[config.mk]
export PLATFORM = sky130hd
export DESIGN_NAME = arf_ctrl_seq
export DESIGN_NICKNAME = d
export VERILOG_FILES = /design/src/rtl/arf_ctrl_seq.sv
export SDC_FILE = /design/constraint.sdc
export NUM_CORES = 1
export LEC_CHECK = 0
export CORE_AREA = 2 2 39 41
export CTS_BUF_LIST = sky130_fd_sc_hd__clkbuf_4 sky130_fd_sc_hd__clkbuf_8
export DETAILED_ROUTE_END_ITERATION = 10
export DIE_AREA = 0 0 41 43
export GPL_TIMING_DRIVEN = 0
export PLACE_DENSITY = 0.81
export SYNTH_ARGS = -nofsm -noshare
export SYNTH_HDL_FRONTEND = slang
export SYNTH_SLANG_ARGS = --single-unit
export TNS_END_PERCENT = 30
[constraint.sdc]
create_clock -name clk -period 3.08 [get_ports clk]
set_clock_uncertainty 0.15 [all_clocks]
set_input_delay 0.308 -clock clk [delete_from_list [all_inputs] [get_ports clk]]
set_output_delay 0.308 -clock clk [all_outputs]
set_load 0.005 [all_outputs]
[src/rtl/arf_ctrl_seq.sv]
// arf_ctrl_seq: Moore sequencer driving the address register file control
// port (FunSel/RSel/OutASel/OutBSel), the ARF input mux and memory/IR strobes.
// Single-cycle requests sampled in IDLE become multi-cycle ARF sequences.
// Optional build macro: ARF_SEQ_PCPAST_EN (3-cycle JUMP saving PC in PCPast).
module arf_ctrl_seq #(
  parameter int FETCH_BYTES = 2
) (
  input  logic       clk,
  input  logic       rst_n,
  input  logic       init_req,
  input  logic       jump_req,
  input  logic [7:0] jump_addr,
  input  logic       fetch_req,
  input  logic       push_req,
  input  logic       pop_req,
  output logic [1:0] arf_funsel,
  output logic [3:0] arf_rsel,
  output logic [1:0] arf_outasel,
  output logic [1:0] arf_outbsel,
  output logic       arf_in_sel,
  output logic       mem_rd,
  output logic       mem_wr,
  output logic       ir_lsb_ld,
  output logic       ir_msb_ld,
  output logic       busy,
  output logic       done
);

  // Anything other than 1 is treated as the two-byte fetch.
  localparam bit TWO_BYTE = (FETCH_BYTES != 1);

  typedef enum logic [3:0] {
    IDLE, INIT, JUMP, J0, J1, F0, F1, F2, S0, S1, Q0, Q1, Q2
  } state_t;

  state_t state, state_next;

  // jump_addr is the I input only while in_sel=0; it is routed externally.
  logic unused_addr;
  assign unused_addr = ^jump_addr;

  // State register; reset returns to IDLE immediately, even mid-operation.
  always_ff @(posedge clk or negedge rst_n) begin
    if (!rst_n) state <= IDLE;
    else        state <= state_next;
  end

  // Next-state: requests are only looked at in IDLE, highest priority wins.
  always_comb begin
    state_next = IDLE;
    case (state)
      IDLE: begin
        if (init_req)       state_next = INIT;
`ifdef ARF_SEQ_PCPAST_EN
        else if (jump_req)  state_next = J0;
`else
        else if (jump_req)  state_next = JUMP;
`endif
        else if (fetch_req) state_next = F0;
        else if (push_req)  state_next = S0;
        else if (pop_req)   state_next = Q0;
        else                state_next = IDLE;
      end
`ifdef ARF_SEQ_PCPAST_EN
      J0:      state_next = J1;
      J1:      state_next = JUMP;
`endif
      F0:      state_next = F1;
      F1:      state_next = TWO_BYTE ? F2 : IDLE;
      S0:      state_next = S1;
      Q0:      state_next = Q1;
      Q1:      state_next = Q2;
      default: state_next = IDLE;
    endcase
  end

  // Output decode from state only; defaults are the quiet IDLE values.
  always_comb begin
    arf_funsel  = 2'b00;
    arf_rsel    = 4'b0000;
    arf_outasel = 2'b11;
    arf_outbsel = 2'b01;
    arf_in_sel  = 1'b0;
    mem_rd      = 1'b0;
    mem_wr      = 1'b0;
    ir_lsb_ld   = 1'b0;
    ir_msb_ld   = 1'b0;
    busy        = (state != IDLE);
    done        = 1'b0;
    case (state)
      INIT: begin
        arf_rsel   = 4'b1111;
        arf_funsel = 2'b00;
        done       = 1'b1;
      end
`ifdef ARF_SEQ_PCPAST_EN
      J0: begin
        arf_outbsel = 2'b11;
      end
      J1: begin
        arf_rsel   = 4'b0001;
        arf_funsel = 2'b01;
        arf_in_sel = 1'b1;
      end
`endif
      JUMP: begin
        arf_rsel   = 4'b1000;
        arf_funsel = 2'b01;
        arf_in_sel = 1'b0;
        done       = 1'b1;
      end
      F0: begin
        arf_outasel = 2'b11;
        arf_rsel    = 4'b1000;
        arf_funsel  = 2'b10;
      end
      F1: begin
        mem_rd    = 1'b1;
        ir_lsb_ld = 1'b1;
        if (TWO_BYTE) begin
          arf_outasel = 2'b11;
          arf_rsel    = 4'b1000;
          arf_funsel  = 2'b10;
        end else begin
          done = 1'b1;
        end
      end
      F2: begin
        mem_rd    = 1'b1;
        ir_msb_ld = 1'b1;
        done      = 1'b1;
      end
      S0: begin
        arf_outasel = 2'b01;
        arf_rsel    = 4'b0010;
        arf_funsel  = 2'b11;
      end
      S1: begin
        mem_wr = 1'b1;
        done   = 1'b1;
      end
      Q0: begin
        arf_rsel   = 4'b0010;
        arf_funsel = 2'b10;
      end
      Q1: begin
        arf_outasel = 2'b01;
      end
      Q2: begin
        mem_rd = 1'b1;
        done   = 1'b1;
      end
      default: ;
    endcase
  end

endmodule
# [Word-level counts from Yosys, hierarchy flattened]
# Cells that the tools add are included.
[word_totals] in_bits=15 output_inout_bits=17 register_bits=4 word_cells=33
[classes] muxes=14 n_reduce_logical=8 eq_ne=10
[op_table] cell="one-hot mux 4 bit (6 select lines)" count=1
[op_table] cell="== test 4 bit, second input constant" count=5
[op_table] cell="two-way mux 4 bit" count=5
[op_table] cell="== test 4 x 3 -> 1 bit, second input constant" count=3
[op_table] cell="one-hot mux 4 bit (3 select lines)" count=1
[op_table] cell="OR reduction 3 bit" count=3
[op_table] cell="one-hot mux 2 bit (3 select lines)" count=1
[op_table] cell="two-way mux 1 bit" count=5
[op_table] cell="OR reduction 5 bit" count=1
[op_table] cell="== test 4 x 1 -> 1 bit, second input constant" count=1
[op_table] cell="== test 4 x 2 -> 1 bit, second input constant" count=1
[op_table] cell="logical NOT 4 bit" count=1
[op_table] cell="nonzero test 4 bit" count=1
[op_table] cell="OR reduction 2 bit" count=2
[op_table] cell="two-way mux 2 bit" count=1

# [Depth between registers and ports, before layout]
[depth] word_depth=6 mapped_depth=5 ltp_nobuf=3

# [Worst setup path before layout]
# No wires, ideal clock.
[synth_path] path_kind="reg-to-output" startpoint="register state[1]" endpoint="output port arf_rsel[2]" slack_ns=1.537 path_stages_with_launch=6 arrival_ns=1.085 required_ns=2.622 n_path_buf=2 path_cell_list="dfrtp_1 > buf_6 > inv_1 > nand2_1 > nor3_1 > buf_4"
[synth_between] elab_chain_cells=3 word_cells_on_any_way=9 cone_classes="6 x eq/ne; 1 x mux; 2 x reduce/logical"
[synth_lines] element="from (decl)" line="36" text="state_t state, state_next;"
[synth_lines] element="from (signal assigned)" line="45" text="else state <= state_next;"
[synth_lines] element="== test 4 x 3 -> 1 bit, or another cell as far along" line="90" text="case (state)"
[synth_lines] element="OR reduction 3 bit (no line) / OR reduction 2 bit (equally long branches)"
[synth_lines] element="one-hot mux 4 bit (3 select lines) (*)" line="90"
[synth_lines] element="to (decl)" line="17" text="output logic [3:0] arf_rsel,"
# Mark *: on every way between the ends. The rest lies on a longest branch, timed or not.

# [Final worst setup path]
# Ends and elaborated chain as after synthesis.

==> metrics.cfg <==
[status]
status = completed

[cts]
cts_resized = 0
cts_tree = built
clkSinkCount = 4
cts_buffer_depth = 2
clock_latency_ns = 0.23
cts_hold_buf = 0
htree_levels = 1
cts_setup_buffers = 0
path_clk_slew_ns = 0.04
cts_buffers = 3
root_buffer = clkbuf_4

[synth]
syn_inst = 64
yosys_warnings = 0
yosysTopAreaCellShare_pct = 20.9
synthTopCellsByArea = dfrtp_1, buf_4, xnor2_1
synth-seq-cells = 4
synth_cell_types = 28
synth_largest_area_cell = dfrtp_1
synth-edff-count = 0
syn_area_per_cell_um2 = 7.47
synth_async_sr_flop_share_pct = 100
syn-cell-area_um2 = 478
synth_flop_cell = dfrtp_1
yosysSeqAreaShare_pct = 20.9

[layout]
diodes = 0
largest_register_ffs = 4
fin_util_pct = 51.9
regMostFlops = state
seq_area_um2 = 100
syn_to_final_growth_pct = 50.3
final_cells = 104
multi_input_area_um2 = 293
layout-drive-gt1-share_pct = 19.3
top_regs = state: 4 flops
final_nets = 105
fillers = 142

[worst_setup_path]
cp_slowest_cell = clkdlybuf4s50_1
crit_chain = buf_6, inv_1, nand2_1, nor3_1, buf_4, clkdlybuf4s50_1
cp_data_required_time_ns = 2.62
critPathCaptureType = output port
start_kind = register
cp_max_fo = 9
critPathArrivalTime_ns = 1.85
crit_type = register to output port
slowest_delay_ns = 0.49

[route]
via_count = 501
vias_per_cell = 4.82
wire_per_inst_um = 9.81
wirelength_um = 1020
drc = 0
postRouteAntennaNets = 0
dr.pass1.iters = 4
drtIter0Drc = 5

[die]
dieHeight_um = 43
rows = 14
die_area_um2 = 1760
fp.coreArea_um2 = 1380
pin_count = 32
start_util_pct = 34.5
dieWidth_um = 41

[global_route]
grt_max_degree = 11
grtUsageTotal_pct = 15.0
grt_pass1_vias = 443
antenna_found_initial = 0
grt_pass1_wl_um = 1780
grt_overflow = 0

[placement]
dp_hpwl_um = 814
io_buffers = 19
gp_congestion = 0.828
placed_cells_incl_taps = 101

[pwr]
power.density_nw_per_um2 = 919
finalPower_uw = 660
vdd_ir_drop_max_uv = 383
leakagePower_uw = 0.000290

[sta]
period_share_pct = 74.8
slew_violations = 0
fin_setup_tns_ns = 0
hold_viol_final = 0
grt_setup_unrepaired = no
max_freq_mhz = 434
setup_viol = 0
min_period_ns = 2.30

[worst_hold_path]
worstHoldPathType = input pin to async pin

[flow_run]
maxCapViolCount = 0

==> placed cells by master, fill, tap and decap left out, types with 3 or more instances in the layout <==
master           count
nand2_1              3
clkdlybuf4s50_1     19
xnor2_1              3
nand2b_1             3
o21ai_0              3
clkbuf_4             3
dfrtp_1              4
conb_1               4
a21oi_1              4
buf_4                7
nor2b_1              3
nor2_1               6
nor3_1               4
==> power by group <==
group	internal, µW	switching, µW
Combinational	288	226
Clock	43.4	18.7
Sequential	73.6	11.3
Total	405	256
==> worst max-delay path, delay by kind of cell (launching register included) <==
kind / cells / cell delay (ns)
DFF: 1 / 0.36
and+or+nand+nor: 2 / 0.30
buffers and inverters: 4 / 0.95
==> area by class of cell <==
cell class              count  area share [%]
multi-input cells          49            40.8
repair buffers             19            26.5
flip-flops and latches      4            13.9
plain buffers              11            11.8
clock buffers               3            3.14
well taps                  16            2.79
inverters                   2            1.05
==> metrics by stage <==
stage / hold slack, ns / setup slack, ns / cell area [µm²]
3_3_place_gp: 0.367 / 1.05 / 696
4_1_cts: 0.121 / 0.755 / 718
5_1_grt: 0.129 / 0.635 / 718
2_1_floorplan: -0.138 / 1.54 / 485
6_report: 0.126 / 0.776 / 718
3_5_place_dp: 0.372 / 1.02 / 696
==> Yosys cell counts (all sizes together), types with 2 or more instances <==
master / instances
nand2: 3
a21oi: 4
nand2b: 3
inv: 2
nor3b: 2
nor2b: 3
conb: 2
nor3: 4
buf: 11
nor4: 2
xnor2: 3
a31oi: 2
dfrtp: 4
nor2: 6
o21ai: 4
==> worst paths after layout <==
check                           startpoint     endpoint  slack (ns)  depth (start not counted)
worst min register to register    state[1]     state[0]        0.54                          4
max in group asynchronous            rst_n     state[0]        2.49                          1
min in group clk                  state[1]     state[0]        0.54                          4
worst min-delay path                 rst_n     state[1]        0.13                          1
worst max register to register    state[1]     state[3]        1.73                          4
worst max-delay path              state[1]  arf_rsel[2]        0.78                          6
==> cells by family after synthesis <==
family | synth area share, %
AO/OA/AOI/OAI | 17.5
XOR/XNOR | 5.50
buffers and inverters | 19.4
flip-flops | 20.9
multiplexers | 2.09
other | 1.57
AND/OR/NAND/NOR | 33.0
==> routing by layer <==
layer	vias up	share of wire (%)	track usage, %	wire length (µm)
met2	19	50	22.5	515
met1	224	42	18.2	431
met4	0	0	4.00	0
li1	258	-	-	-
met5	-	0	0	0
met3	0	7.3	7.85	74
Note: power is estimated with default switching activity, not from simulation.
